--- config.mk ---
export PLATFORM = sky130hd
export DESIGN_NAME = implication_monitor
export DESIGN_NICKNAME = d
export VERILOG_FILES = /design/src/rtl/implication_monitor_pkg.sv /design/src/rtl/sat_counter.sv /design/src/rtl/implication_monitor.sv
export SDC_FILE = /design/constraint.sdc
export NUM_CORES = 1
export LEC_CHECK = 0
export CAP_MARGIN = 10
export CORE_ASPECT_RATIO = 1.1
export CORE_MARGIN = 4
export CORE_UTILIZATION = 46
export DETAILED_ROUTE_END_ITERATION = 10
export PLACE_DENSITY = 0.85
export SETUP_SLACK_MARGIN = 0.4
export SYNTH_ARGS = -nofsm -noshare
export SYNTH_HDL_FRONTEND = slang
export SYNTH_SLANG_ARGS = --single-unit
export TNS_END_PERCENT = 5
--- constraint.sdc ---
create_clock -name CLK -period 1.4 [get_ports CLK]
set_input_delay 0.21 -clock CLK [delete_from_list [all_inputs] [get_ports CLK]]
set_output_delay 0.21 -clock CLK [all_outputs]
set_load 0.005 [all_outputs]
--- src/rtl/implication_monitor_pkg.sv ---
// Shared types and helpers for the antecedent |-> ##DELAY consequent monitor.
// Contents: state_t (FSM encoding), MAX_DELAY, MAX_CNT_W, sat_inc().
package implication_monitor_pkg;

  typedef enum logic [1:0] {
    IDLE    = 2'd0,
    MONITOR = 2'd1,
    TRIPPED = 2'd2
  } state_t;

  // Largest supported antecedent-to-consequent distance in cycles.
  localparam int unsigned MAX_DELAY = 16;
  // Widest counter sat_inc can handle.
  localparam int unsigned MAX_CNT_W = 32;

  // Increment count, holding at the all-ones value of a width-bit counter.
  function automatic logic [MAX_CNT_W-1:0] sat_inc(input logic [MAX_CNT_W-1:0] count,
                                                   input int unsigned          width);
    logic [MAX_CNT_W-1:0] top;
    top = (width >= MAX_CNT_W) ? '1 : ((MAX_CNT_W'(1) << width) - MAX_CNT_W'(1));
    return (count >= top) ? count : count + MAX_CNT_W'(1);
  endfunction

endpackage

--- src/rtl/sat_counter.sv ---
// Saturating up-counter with synchronous clear.
// Ports: clk, rst_n (async active-low), inc (count one event), clear (sync zero),
//        count (current value, never wraps).
module sat_counter
  import implication_monitor_pkg::*;
#(
  parameter int unsigned CNT_W = 8
) (
  input  logic             clk,
  input  logic             rst_n,
  input  logic             inc,
  input  logic             clear,
  output logic [CNT_W-1:0] count
);

  // Clear wins over an increment in the same cycle.
  always_ff @(posedge clk or negedge rst_n) begin
    if (!rst_n) begin
      count <= '0;
    end else if (clear) begin
      count <= '0;
    end else if (inc) begin
      count <= CNT_W'(sat_inc(MAX_CNT_W'(count), CNT_W));
    end
  end

endmodule

--- src/rtl/implication_monitor.sv ---
// Hardware checker for "antecedent |-> ##DELAY consequent".
// Ports: CLK, ASYNCRESETN (async active-low); enable (accept new antecedents),
//        clear (sync wipe of all state), antecedent, consequent;
//        fail/pass (one-cycle pulse per checked obligation), tripped (sticky stop),
//        busy (obligations in flight), fail_count/pass_count (saturating),
//        first_fail_cycle (cycle-counter value at the first failure).
// DELAY is legal in 1..MAX_DELAY.
module implication_monitor
  import implication_monitor_pkg::*;
#(
  parameter int unsigned DELAY  = 1,
  parameter int unsigned CNT_W  = 8,
  parameter bit          STICKY = 1'b1
) (
  input  logic             CLK,
  input  logic             ASYNCRESETN,
  input  logic             enable,
  input  logic             clear,
  input  logic             antecedent,
  input  logic             consequent,
  output logic             fail,
  output logic             pass,
  output logic             tripped,
  output logic             busy,
  output logic [CNT_W-1:0] fail_count,
  output logic [CNT_W-1:0] pass_count,
  output logic [CNT_W-1:0] first_fail_cycle
);

  state_t           state;
  state_t           state_next;
  logic [DELAY-1:0] pend;
  logic [DELAY-1:0] pend_next;
  logic [CNT_W-1:0] cycle_cnt;
  logic             fail_seen;
  logic             due;
  logic             fail_now;
  logic             pass_now;

  // Oldest obligation is judged against the consequent sampled at this edge.
  assign due      = pend[DELAY-1];
  assign fail_now = due & ~consequent;
  assign pass_now = due & consequent;

  // State register.
  always_ff @(posedge CLK or negedge ASYNCRESETN) begin
    if (!ASYNCRESETN) begin
      state <= IDLE;
    end else begin
      state <= state_next;
    end
  end

  // Next state and obligation shift; clear discards everything including a same-cycle antecedent.
  always_comb begin
    state_next = state;
    pend_next  = '0;
    if (!clear) begin
      pend_next[0] = antecedent & enable & (state != TRIPPED);
      for (int i = 1; i < DELAY; i++) begin
        pend_next[i] = pend[i-1];
      end
    end
    if (clear) begin
      state_next = IDLE;
    end else begin
      case (state)
        IDLE: begin
          if (enable) state_next = MONITOR;
        end
        MONITOR: begin
          if (fail_now && STICKY) begin
            state_next = TRIPPED;
          end else if (!enable && (pend == '0)) begin
            state_next = IDLE;
          end
        end
        TRIPPED: state_next = TRIPPED;
        default: state_next = IDLE;
      endcase
    end
  end

  // Obligation pipeline, result pulses, status flags and first-failure timestamp.
  always_ff @(posedge CLK or negedge ASYNCRESETN) begin
    if (!ASYNCRESETN) begin
      pend             <= '0;
      fail             <= 1'b0;
      pass             <= 1'b0;
      tripped          <= 1'b0;
      busy             <= 1'b0;
      cycle_cnt        <= '0;
      fail_seen        <= 1'b0;
      first_fail_cycle <= '0;
    end else if (clear) begin
      pend             <= '0;
      fail             <= 1'b0;
      pass             <= 1'b0;
      tripped          <= 1'b0;
      busy             <= 1'b0;
      cycle_cnt        <= '0;
      fail_seen        <= 1'b0;
      first_fail_cycle <= '0;
    end else begin
      pend    <= pend_next;
      fail    <= fail_now;
      pass    <= pass_now;
      tripped <= (state_next == TRIPPED);
      busy    <= |pend_next;
      // Timestamp base only advances while the monitor is active; wraps freely.
      if (state != IDLE) begin
        cycle_cnt <= cycle_cnt + CNT_W'(1);
      end
      if (fail_now && !fail_seen) begin
        fail_seen        <= 1'b1;
        first_fail_cycle <= cycle_cnt;
      end
    end
  end

  sat_counter #(.CNT_W(CNT_W)) u_fail_cnt (
    .clk   (CLK),
    .rst_n (ASYNCRESETN),
    .inc   (fail_now),
    .clear (clear),
    .count (fail_count)
  );

  sat_counter #(.CNT_W(CNT_W)) u_pass_cnt (
    .clk   (CLK),
    .rst_n (ASYNCRESETN),
    .inc   (pass_now),
    .clear (clear),
    .count (pass_count)
  );

endmodule

# Word level (Yosys, flattened, before mapping)
# Cells that the tools add are included.
# Widths: inputs -> output; s select.
# word_totals
wordCells	60
regBits	39
# classes
order_cmp	2
muxes	21
n_addsub	3
n_eq_ne	6
reduce_logical	12
bitwise	6
# op_table
operator	count
$mux 8	10
$add 8x1->8 const B	3
$ge 8x8->1 const B	2
$reduce_bool 2->1	5
$mux 2	4
$mux 1	6
$ne 2x2->1 const B	3
$pmux 2 s3	1
$and 1x1->1	4
$eq 2x2->1 const B	2
$reduce_and 2->1	2
$eq 2x1->1 const B	1
$logic_and 1x1->1	2
$logic_not 1->1	2
$logic_not 2->1	1
$not 1->1	2

# Depth between registers and ports, before layout
# logic_depth
depth_word	8
ltp_mapped	5
mapped_depth_nobuf	5

# Modules after synthesis
# A second synthesis with hierarchy kept.
# hier_totals
cells_unflattened	183
hier_area_um2	1931.9
# by_module_without_submodules
module	instances	cells_each	area_per_inst_um2
implication_monitor	1	89	1001.0
sat_counter	2	47	465.4

# Least setup slack after synthesis
# Ideal clock, no wire load.
# synth_timing
kind	register -> register
start	register u_fail_cnt.count[0]
end	register u_fail_cnt.count[5]
setup_time_ps	125
t_required_ps	1275
path_stages_with_launch	6
arrival_time_ps	1377
slack_ps	-101
synth_period_minus_slack_ps	1501
n_path_buf	0
path_cell_list	dfrtp_1 ha_1 nand3_1 nor2_1 nor3b_1 mux2_2
# synth_via
elab_chain_cells	4
# synth_lines
element	line_no	source
from (decl)	sat_counter.sv:13	output logic [CNT_W-1:0] count
from (signal assigned)	sat_counter.sv:23	count <= CNT_W'(sat_inc(MAX_CNT_W'(count), CNT_W));
$add 8x1->8	implication_monitor_pkg.sv:21	return (count >= top) ? count : count + MAX_CNT_W'(1);
$mux 8	implication_monitor_pkg.sv:21	
$mux 8	sat_counter.sv:22	end else if (inc) begin
$mux 8	sat_counter.sv:20	end else if (clear) begin
# Several ways; a longest one is shown, not always the timed one. The select of a mux whose other input is x is not followed.
# A chain may end at the register's enable or synchronous reset.

# Worst setup path in the final report
# layout_timing
start	register u_fail_cnt.count[1]
end	register u_fail_cnt.count[6]
# The elaborated chain is that of the path after synthesis.

==> results_dict.tcl <==
set metrics [dict create \
    status "finished with violations" \
    violations "negative setup slack" \
    syn_nets 197 \
    ctsRootBufferMaster "clkbuf_8" \
    drt_iter0_drc 120 \
    drive_gt1_share_pct 45.6 \
    finalPower_mw 2.09 \
    ys.warnings.count 0 \
    dieHeight_um 73.8 \
    clock_sinks 39 \
    synth_xor_area_share_pct 3.88 \
    synth.avg_cell_area_um2 9.62 \
    slew_headroom_pct 67.1 \
    muxShareOfSynthArea_pct 3.39 \
    worst_path_max_delay_cell "dfrtp_1" \
    hold_class "input port to asynchronous set/reset pin" \
    grt_max_degree 40 \
    dr.max_layer_used "met4" \
    synth_edf_count 0 \
    yosys.area_share.simple_pct 21.9 \
    crit_start "u_fail_cnt.count[1]$_DFFE_PN0P_" \
    grt_pass1_wl_um 8510 \
    skew_ns 0.00638 \
    row_count 23 \
    rsz0062_at_grt "yes" \
    nNetsFinal 279 \
    syn-cell-area_mm2 0.00181 \
    synth.distinct_cells 33 \
    crit_buf_inv 1 \
    finalInstanceArea_mm2 0.00280 \
    antenna_found_initial 0 \
    maxCapViolCount 0 \
    finalSetupViolCount 5 \
    async_flop_share_pct 100 \
    ios 34 \
    port_buffers 33 \
    critPathLaunchType "register" \
    period_needed_ns 1.46 \
    ant_nets 0 \
    placedInstanceArea_mm2 0.00240 \
    area_growth_pct 55.1 \
    clockBufferDepth 2 \
    cp-end-kind "register" \
    routed-wl-met3_um 266 \
    clk_pin_slew_ns 0.08 \
    first_pass_iters 4 \
    synthCells 188 \
    wirelength_met1_um 2120 \
    die_area_mm2 0.00500 \
    finalCritPeriodShare_pct 104 \
    slew_viol_final 0 \
    ys.flop_type "dfrtp_1" \
    tightest_slew_ns 0.493 \
    ys_seq_area_share_pct 54.0 \
    insertion_delay_ns 0.30 \
    cts_tree "done" \
    cp_cell_sequence "ha_2 > nand3_4 > buf_4 > nor3_4 > nor2_1 > a211oi_2" \
    crit_fanout 4 \
    post-route-drc-count 0 \
    fin_ws_ns -0.0626 \
    start_util_pct 48.7 \
    die_w_um 67.8 \
    p_per_area_mw_per_mm2 744 \
    routed-via-count 1790 \
    path_class "register to register" \
    path_delay_family "flip-flops" \
    wl_um 5510 \
    synthAdderAreaFrac_pct 2.08 \
    crit_arrival_ns 1.66 \
    synth_compound_area_share_pct 12.8 \
    worst-endpoint-required_ns 1.60 \
    fin_util_pct 75.5 \
    max_stage_delay_ns 0.40 \
    ir_drop_mv 0.593 \
    critical_path_depth 6 \
    wl_per_cell_um 17.2 \
    clock.fmax_mhz 684 \
    grt_usage_pct 22.9 \
    h-tree-depth 2 \
    post-dp-hpwl_um 3110 \
    ys_ff_latch 39 \
    grt_pass1_vias 1861 \
    gp_congestion 0.818 \
    wl_met2_um 2980 \
    n_antenna_cell 0 \
    core-area_mm2 0.00371 \
    overflow 0 \
    synth_top_family_by_area "simple AND/OR/NAND/NOR gates" \
    tns_ns -0.128 \
    leakage_nw 1.32 \
    regToRegStartpoint "u_fail_cnt.count[1]$_DFFE_PN0P_" \
    r2r_cells 6 \
    via_per_inst 5.59 \
    hold_violations 0 \
    cts_buffers 5 \
]
tightest hold or removal path, stage by stage:
cell	delay [ns]
dlygate4sd3_1	0.51
buf_2	0.09
buf_4	0.40
cells in the final DEF (no fill, tap or decap), types with 3 or more instances in the layout:
cell type / instances
nand4_1: 5
xor2_1: 6
mux2i_1: 5
o21ai_1: 5
buf_6: 27
nor2_1: 22
a21oi_2: 4
nand3_1: 5
dfrtp_2: 4
clkbuf_8: 6
clkdlybuf4s50_1: 3
buf_2: 18
nor2b_1: 3
dfrtp_1: 35
a211oi_2: 3
buf_4: 31
nor3_1: 3
nand2_1: 16
o21ai_0: 8
a21oi_1: 15
cell usage after synthesis (3+ instances only):
cell	n	area share (%)
dfrtp_1	39	54
xor2_1	6	2.9
o21ai_0	15	4.2
mux2i_1	5	2.8
nor3_1	6	1.7
nand3_1	8	2.2
and3_1	3	1.0
nor2b_1	4	1.4
ha_1	3	2.1
clkbuf_1	4	0.83
nand4_1	5	1.7
a21oi_1	19	5.3
nor2_1	26	5.4
a211oi_1	3	1.2
nand2_1	16	3.3
or3_1	3	1.0
logic make-up (layout without fill, tap and decap cells):
logic type	Yosys count	after routing
AND/OR/NAND/NOR	81	81
AO/OA/AOI/OAI	42	42
flip-flops	39	39
buffers and inverters	9	91
XOR/XNOR	8	8
multiplexers	6	6
adder cells (fa/ha/maj)	3	3
worst paths after layout:
| kind | slack, ns | to |
|---|---|---|
| hold reg to reg | 0.55 | first_fail_cycle[6]$_DFFE_PN0P_ |
| max in group asynchronous | 0.53 | state[1]$_DFF_PN0_ |
| setup reg to reg | -0.06 | u_fail_cnt.count[6]$_DFFE_PN0P_ |
| hold / removal | 0.48 | u_pass_cnt.count[4]$_DFFE_PN0P_ |
| min in group CLK | 0.50 | due$_DFF_PN0_ |
| setup / recovery | -0.06 | u_fail_cnt.count[6]$_DFFE_PN0P_ |
registers in the layout, indices dropped and copies added (netlist names):
name	count
cycle_cnt	8
due	1
fail	1
fail_seen	1
first_fail_cycle	8
pass	1
state	2
tripped	1
u_fail_cnt.count	8
u_pass_cnt.count	8
repair_timing:
item / in CTS / in global routing
setup endpoints to repair: 64 / 66
setup buffers: 15 / 4
endpoints found under the hold margin: 39 / 0
pin swaps: 23 / 13
gates resized for setup: 159 / 25
hold buffers: 1 / 0
cloned: 0 / 0
metal layers:
metal | track usage, % | vias to the layer above
li1 | - | 823
met1 | 25.7 | 883
met2 | 41.2 | 72
met3 | 4.59 | 12
met4 | 10.2 | 0
met5 | 0 | -
power breakdown:
part / switching (mW) / internal, mW
clock: 0.382 / 0.386
sequential: 0.0213 / 1.14
combinational: 0.0861 / 0.0723
cell type report:
type	count	area [um2]
flip-flops and latches	39	981
multi-input cells	140	981
fillers	230	908
repair buffers	82	684
clock buffers	6	82.6
well taps	50	62.6
inverters	2	7.51
clock inverters	1	5.00
through the flow:
step	setup WS (ns)	hold WS, ns	std cells
2_1_floorplan	0.00635	-0.0856	188
3_3_place_gp	-0.304	0.286	293
3_5_place_dp	-0.370	0.291	293
4_1_cts	-0.0110	0.469	316
5_1_grt	-0.102	0.509	320
6_report	-0.0626	0.482	320
No activity file was read; power rests on OpenSTA's default activity.
